===== src/rtl/mul_div_unit.sv =====
// Iterative multiply/divide unit with architectural HI/LO. Optional multiply early termination
// is enabled by defining MDU_EARLY_TERM_EN.
module mul_div_unit #(
  parameter int unsigned WIDTH = 32,
  parameter int unsigned CNT_W = $clog2(WIDTH) + 1
) (
  input  logic             clk,
  input  logic             rst,
  input  logic             start,
  input  logic [1:0]       op,
  input  logic [WIDTH-1:0] a,
  input  logic [WIDTH-1:0] b,
  input  logic             flush,
  output logic             busy,
  output logic             done,
  output logic [WIDTH-1:0] hi,
  output logic [WIDTH-1:0] lo,
  output logic             div_by_zero
);

  localparam int unsigned W2 = 2 * WIDTH;

  typedef enum logic [1:0] {StIdle, StCalc, StFin} state_e;

  state_e           state_q, state_d;
  logic [1:0]       op_q, op_d;
  logic             sa_q, sa_d, sb_q, sb_d, dz_q, dz_d;
  logic [CNT_W-1:0] cnt_q, cnt_d;
  logic [W2-1:0]    acc_q, acc_d, mcand_q, mcand_d;
  logic [WIDTH-1:0] opb_q, opb_d, hi_q, hi_d, lo_q, lo_d;
  logic             done_q, done_d, dbz_q, dbz_d;

  logic             a_neg, b_neg, last_iter;
  logic [WIDTH-1:0] a_mag, b_mag;
  logic [WIDTH:0]   rem_sh, diff;
  logic [W2-1:0]    prod_fix;

  assign a_neg     = op[0] & a[WIDTH-1];
  assign b_neg     = op[0] & b[WIDTH-1];
  assign a_mag     = a_neg ? -a : a;
  assign b_mag     = b_neg ? -b : b;
  // Divide: acc holds {remainder, dividend bits still to be shifted in / quotient bits}
  assign rem_sh    = {acc_q[W2-1:WIDTH], acc_q[WIDTH-1]};
  assign diff      = rem_sh - {1'b0, opb_q};
  assign prod_fix  = (sa_q ^ sb_q) ? -acc_q : acc_q;
  assign last_iter = (cnt_q == CNT_W'(WIDTH - 1));

  always_comb begin
    state_d = state_q;
    op_d    = op_q;
    sa_d    = sa_q;
    sb_d    = sb_q;
    dz_d    = dz_q;
    cnt_d   = cnt_q;
    acc_d   = acc_q;
    mcand_d = mcand_q;
    opb_d   = opb_q;
    hi_d    = hi_q;
    lo_d    = lo_q;
    dbz_d   = dbz_q;
    done_d  = 1'b0;
    unique case (state_q)
      StIdle: begin
        if (start && !flush) begin
          op_d    = op;
          sa_d    = a_neg;
          sb_d    = b_neg;
          dz_d    = 1'b0;
          dbz_d   = 1'b0;
          cnt_d   = '0;
          opb_d   = b_mag;
          mcand_d = {{WIDTH{1'b0}}, a_mag};
          state_d = StCalc;
          if (op[1]) begin
            acc_d = {{WIDTH{1'b0}}, a_mag};
            if (b == '0) begin
              // Raw dividend is kept so it can be returned unmodified in hi
              dz_d    = 1'b1;
              acc_d   = {{WIDTH{1'b0}}, a};
              state_d = StFin;
            end
          end else begin
            acc_d = '0;
`ifdef MDU_EARLY_TERM_EN
            if (b_mag == '0) state_d = StFin;
`endif
          end
        end
      end
      StCalc: begin
        if (flush) begin
          state_d = StIdle;
        end else begin
          cnt_d = cnt_q + CNT_W'(1);
          if (op_q[1]) begin
            if (!diff[WIDTH]) acc_d = {diff[WIDTH-1:0], acc_q[WIDTH-2:0], 1'b1};
            else              acc_d = {rem_sh[WIDTH-1:0], acc_q[WIDTH-2:0], 1'b0};
          end else begin
            if (opb_q[0]) acc_d = acc_q + mcand_q;
            mcand_d = mcand_q << 1;
            opb_d   = opb_q >> 1;
          end
          if (last_iter) state_d = StFin;
`ifdef MDU_EARLY_TERM_EN
          if (!op_q[1] && (opb_q[WIDTH-1:1] == '0)) state_d = StFin;
`endif
        end
      end
      StFin: begin
        state_d = StIdle;
        if (!flush) begin
          done_d = 1'b1;
          if (dz_q) begin
            hi_d  = acc_q[WIDTH-1:0];
            lo_d  = '1;
            dbz_d = 1'b1;
          end else if (op_q[1]) begin
            lo_d = (sa_q ^ sb_q) ? -acc_q[WIDTH-1:0] : acc_q[WIDTH-1:0];
            hi_d = sa_q ? -acc_q[W2-1:WIDTH] : acc_q[W2-1:WIDTH];
          end else begin
            {hi_d, lo_d} = prod_fix;
          end
        end
      end
      default: state_d = StIdle;
    endcase
  end

  always_ff @(posedge clk) begin
    if (rst) begin
      state_q <= StIdle;
      op_q    <= '0;
      sa_q    <= 1'b0;
      sb_q    <= 1'b0;
      dz_q    <= 1'b0;
      cnt_q   <= '0;
      acc_q   <= '0;
      mcand_q <= '0;
      opb_q   <= '0;
      hi_q    <= '0;
      lo_q    <= '0;
      done_q  <= 1'b0;
      dbz_q   <= 1'b0;
    end else begin
      state_q <= state_d;
      op_q    <= op_d;
      sa_q    <= sa_d;
      sb_q    <= sb_d;
      dz_q    <= dz_d;
      cnt_q   <= cnt_d;
      acc_q   <= acc_d;
      mcand_q <= mcand_d;
      opb_q   <= opb_d;
      hi_q    <= hi_d;
      lo_q    <= lo_d;
      done_q  <= done_d;
      dbz_q   <= dbz_d;
    end
  end

  assign busy        = (state_q != StIdle);
  assign done        = done_q;
  assign hi          = hi_q;
  assign lo          = lo_q;
  assign div_by_zero = dbz_q;

endmodule


===== config.mk =====
export PLATFORM = sky130hd
export DESIGN_NAME = mul_div_unit
export DESIGN_NICKNAME = d
export VERILOG_FILES = /design/src/rtl/mul_div_unit.sv
export SDC_FILE = /design/constraint.sdc
export NUM_CORES = 1
export LEC_CHECK = 0
export ABC_AREA = 1
export BUFFER_PORTS_ARGS = -buffer_cell sky130_fd_sc_hd__clkbuf_2
export CORE_MARGIN = 4
export CORE_UTILIZATION = 45
export CTS_CLUSTER_SIZE = 10
export DETAILED_ROUTE_END_ITERATION = 8
export GPL_TIMING_DRIVEN = 0
export PLACE_DENSITY_LB_ADDON = 0.05
export RECOVER_POWER = 50
export SLEW_MARGIN = 20
export SYNTH_ARGS = -nofsm -noshare
export SYNTH_HDL_FRONTEND = slang
export SYNTH_SLANG_ARGS = --single-unit

===== constraint.sdc =====
create_clock -name clk -period 5.2 [get_ports clk]
set_input_delay 1.04 -clock clk [delete_from_list [all_inputs] [get_ports clk]]
set_output_delay 1.04 -clock clk [all_outputs]
set_load 0.02 [all_outputs]

# == Yosys cells after proc, flatten, opt, wreduce, memory -nomap -nowiden ==
# Index checks and enable logic that the tools add are counted.
# totals
output_inout_bits,67
in_bits,70
ff_bits,239
word_cells,92
# classes
bitwise,5
n_addsub,8
reduce_logical,15
n_mux,41
n_eq_ne,10
# op_table
op,count
$mux W64,10
$mux W32,12
$pmux W64 S2,2
$neg A32 Y32,4
$add A64 B64 Y64,1
$neg A64 Y64,1
$pmux W32 S2,1
$sub A33 B32 Y33,1
$logic_not A32 Y1,1
$mux W6,2
$pmux W6 S2,1
$reduce_and A4 Y1,3
$mux W2,5
$ne A2 B2 Y1 const B,5
$add A6 B1 Y6 const B,1
$eq A6 B5 Y1 const B,1
$mux W1,6
$ne A3 B3 Y1 const B,2
$reduce_and A2 Y1,3
$reduce_bool A2 Y1,3
$pmux W2 S2,1
$reduce_and A3 Y1,1
$and A1 B1 Y1,2
$eq A2 B1 Y1 const B,1
other kinds (8),9

# == Depth between registers and ports, before layout ==
# logic_depth
depth_word,6
ltp_mapped,19
mapped_depth_nobuf,19

# == Worst setup path before layout ==
# No wires, ideal clock.
# synth_timing
path_kind,input to register
startpoint,in b[1]
endpoint,reg opb_q[22]
path_stages,10
required_time_ns,5.068
setup_ns,0.132
t_arrival_ns,2.482
setup_slack_ns,2.586
path_buffers,0
cell_sequence,inv_1 -> ha_1 -> nand4_1 -> nor3_2 -> nand2_1 -> o21ai_1 -> nand2_1 -> xor2_1 -> o21ai_1 -> a21oi_1
# synth_via
elab_chain_cells,4
# synth_rtl
element,line,text
from (decl),12,"input logic [WIDTH-1:0] b,"
$neg A32 Y32,41,assign b_mag = b_neg ? -b : b;
$mux W32,41,
$mux W32,64,if (start && !flush) begin
$pmux W32 S2,62,unique case (state_q)
to (signal assigned),153,opb_q <= opb_d;
to (decl),30,"logic [WIDTH-1:0] opb_q, opb_d, hi_q, hi_d, lo_q, lo_d;"
# Every way passes these cells. The select of a mux whose other input is x is not followed.
# A chain may end at the register's enable or synchronous reset.

# == Final worst setup path ==
# layout_timing
startpoint,reg state_q[0]
endpoint,reg mcand_q[18]
# layout_via
elab_chain_cells,3
elab_cells_between_ends,8
cone_classes,eq/ne (4); mux (1); reduce/logical (3)
# layout_rtl
element,line,text
from (decl),25,"state_e state_q, state_d;"
from (signal assigned),131,state_q <= StIdle;
from (signal assigned),145,state_q <= state_d;
$eq A2 B1 Y1 / $logic_not A2 Y1 (equally long branches),62,
$ne A2 B2 Y1 (no line) / $reduce_bool A2 Y1 (equally long branches),--,
$reduce_and A4 Y1 (no line),--,
to (signal assigned),152,mcand_q <= mcand_d;
to (decl),29,"logic [W2-1:0] acc_q, acc_d, mcand_q, mcand_d;"
# Parallel ways exist; a longest one is shown, timed or not.

==> flow_metrics.py <==
metrics = {
    "sta": {
        "setup_violations": 0,
        "max_freq_mhz": 228,
        "tightest_slew_ns": 1.56,
        "holdWs_ns": 0.464,
        "fin_setup_tns_ns": 0,
        "hold_viol": 0,
        "skew_ns": 0.0298,
        "post-route-period-util_pct": 84.4,
        "relSlewSlack_pct": -5.03,
        "post-route-min-period_ns": 4.39,
        "drv_slew": 10,
        "grt_setup_unrepaired": "false",
    },
    "yosys": {
        "synth-edff-count": 0,
        "synthTopCellsByArea": "nand2_1 (23%), dfxtp_1 (21%), inv_1 (11%)",
        "ys_warn_count": 0,
        "ys_ff_latch": 238,
        "synth_area_leader_cell": "nand2_1",
        "yosysTopAreaCellShare_pct": 23.1,
        "synthFlopType": "dfxtp_1",
        "syn_nets": 4391,
        "postSynthCellCount": 4219,
        "syn_area_sq_mm": 0.0232,
        "avgSynthCellArea_sq_um": 5.50,
        "yosysMostFrequentCell": "nand2_1",
        "ys_top_cells_by_count": "nand2_1 (1430), inv_1 (675), a21oi_1 (400), nor2_1 (352), nand3_1 (322)",
        "synth.distinct_cells": 46,
        "seq_area_frac_synth_pct": 20.5,
        "synthArstFlopShare_pct": 0,
    },
    "clock_tree": {
        "cts_tree": "yes",
        "numCtsBuffers": 31,
        "numClockSinks": 238,
        "clk_pin_slew_worst_paths_ns": 0.06,
        "cts_hold_buffers": 0,
        "post_cts_buffers": 0,
        "h-tree-depth": 1,
        "cts_root_buffer": "clkbuf_16",
        "clkLatencyLatePin_ns": 0.61,
        "cts.repair.resized": 0,
        "clk_path_buf_depth": 3,
    },
    "grt": {
        "grt_max_degree": 15,
        "grt_pass1_wl_mm": 159,
        "grtUsageTotal_pct": 37.4,
        "antenna_found_initial": 1,
        "grt_overflow": 0,
        "first_global_vias": 25259,
    },
    "floorplanning": {
        "core.rowCount": 82,
        "dieArea_sq_mm": 0.0553,
        "ioPinCount": 137,
        "die_h_um": 235,
        "start_util_pct": 45.9,
        "die_width_um": 235,
        "coreArea_sq_mm": 0.0506,
    },
    "place": {
        "gp_congestion": 1.05,
        "port_buffers": 135,
        "postPlaceCellArea_sq_mm": 0.0247,
        "dp.cells": 5026,
        "hpwl_mm": 91.5,
    },
    "finish": {
        "nNetsFinal": 4559,
        "syn_to_final_growth_pct": 9.92,
        "drive_gt1_share_pct": 3.82,
        "finish.instance_area_sq_mm": 0.0255,
        "stdcell_count": 5076,
    },
    "detailed_routing": {
        "wl_mm": 110,
        "route.detailed.drc": 0,
        "ant_nets": 0,
        "vias_per_cell": 5.54,
        "wl_per_cell_um": 21.6,
        "drt_iter0_drc": 3545,
        "routed-via-count": 28107,
        "dr.pass1.iters": 8,
    },
    "critical_path": {
        "end_kind": "flip-flop",
        "critPathKind": "flip-flop to flip-flop",
        "cp.arrival_ns": 4.89,
        "rrSetupSlack_ns": 0.81,
        "cp_max_fo": 10,
        "cp-start-kind": "flip-flop",
        "worstPathRequired_ns": 5.70,
    },
    "outcome": {
        "violations": "capacitance limit, slew limit",
        "outcome": "complete, but fails checks",
    },
    "pwr": {
        "ir_worst_vdd_mv": 0.250,
        "p_leak_nw": 13.3,
        "powerDensity_mw_per_mm2": 268,
    },
    "hold_path": {
        "worstHoldPathType": "flip-flop to flip-flop",
    },
    "run": {
        "maxCapViolCount": 1,
    },
}
==> routing by layer <==
layer	GRT usage, %	vias to the layer above	share of wire (%)
li1	-	13746	-
met1	52.4	12701	43
met2	57.3	1423	42
met3	8.18	237	11
met4	12.5	0	4.2
met5	0	-	0
==> placed cells by master, fill, tap and decap left out, types with 70 or more instances in the layout <==
cell	count
o21ai_0	174
clkbuf_1	169
inv_1	676
dfxtp_1	238
a21oi_1	401
xor2_1	100
clkbuf_2	70
ha_1	100
nand3_1	322
nor2_1	354
nand2_1	1430
==> where the power goes <==
group | internal, mW | switching, mW
logic | 0.736 | 1.92
registers | 1.95 | 0.168
clock network | 1.16 | 0.897
==> final cells by class <==
class	count	area, sq um
Antenna cell	1	2.50
Clock buffer	42	837
Sequential cell	238	4760
Inverter	681	2560
Timing Repair Buffer	135	593
Tap cell	672	841
Clock inverter	7	68.8
Fill cell	5776	25100
Multi-Input combinational cell	3159	15200
Buffer	141	608
==> sequential cells by signal (all words and copies together), names as in the netlist, 2 cells and up <==
signal,cells
cnt_q,6
opb_q,32
state_q,2
mcand_q,64
acc_q,64
lo,32
hi,32
==> critical path, stage by stage (launching register included) <==
cell	delay [ns]
dfxtp_1	0.33
clkbuf_1	0.55
nor2_1	0.31
o21ai_0	0.39
o21ai_1	0.20
a21oi_1	0.23
clkinv_1	0.13
nor2_1	0.81
inv_1	0.41
buf_2	0.37
nor2_1	0.15
o21ai_0	0.19
a21oi_1	0.21
==> kinds of logic (layout without fill, tap and decap cells) <==
group / count (synthesis) / in the layout / share of synthesized area (%)
AND/OR/NAND/NOR: 2236 / 2236 / 39.4
buffers and inverters: 822 / 1006 / 13.7
AO/OA/AOI/OAI: 711 / 711 / 16.7
flip-flops: 238 / 238 / 20.5
XOR/XNOR: 110 / 110 / 4.15
adder cells (fa/ha/maj): 102 / 102 / 5.56
other: 0 / 1 / 0
==> per-stage QoR <==
stage	setup WS (ns)	utilization (%)	total power [mW]
global route	0.856	50.4	7.11
finish	0.812	50.4	6.83
detailed placement	1.40	48.9	4.70
floorplan	2.59	-	3.77
CTS	1.99	50.7	6.73
global placement	1.35	48.9	4.71
==> path summary, 6_finish.rpt <==
path / start / endpoint / cells after the start
worst max-delay path: state_q[0]$_SDFFE_PP0P_ / mcand_q[18]$_SDFFE_PP0P_ / 12
worst min-delay path: hi[15]$_SDFFE_PP0P_ / hi[15]$_SDFFE_PP0P_ / 2
worst max register to register: state_q[0]$_SDFFE_PP0P_ / mcand_q[18]$_SDFFE_PP0P_ / 12
worst min register to register: hi[15]$_SDFFE_PP0P_ / hi[15]$_SDFFE_PP0P_ / 2
(Power assumes the default switching activity.)
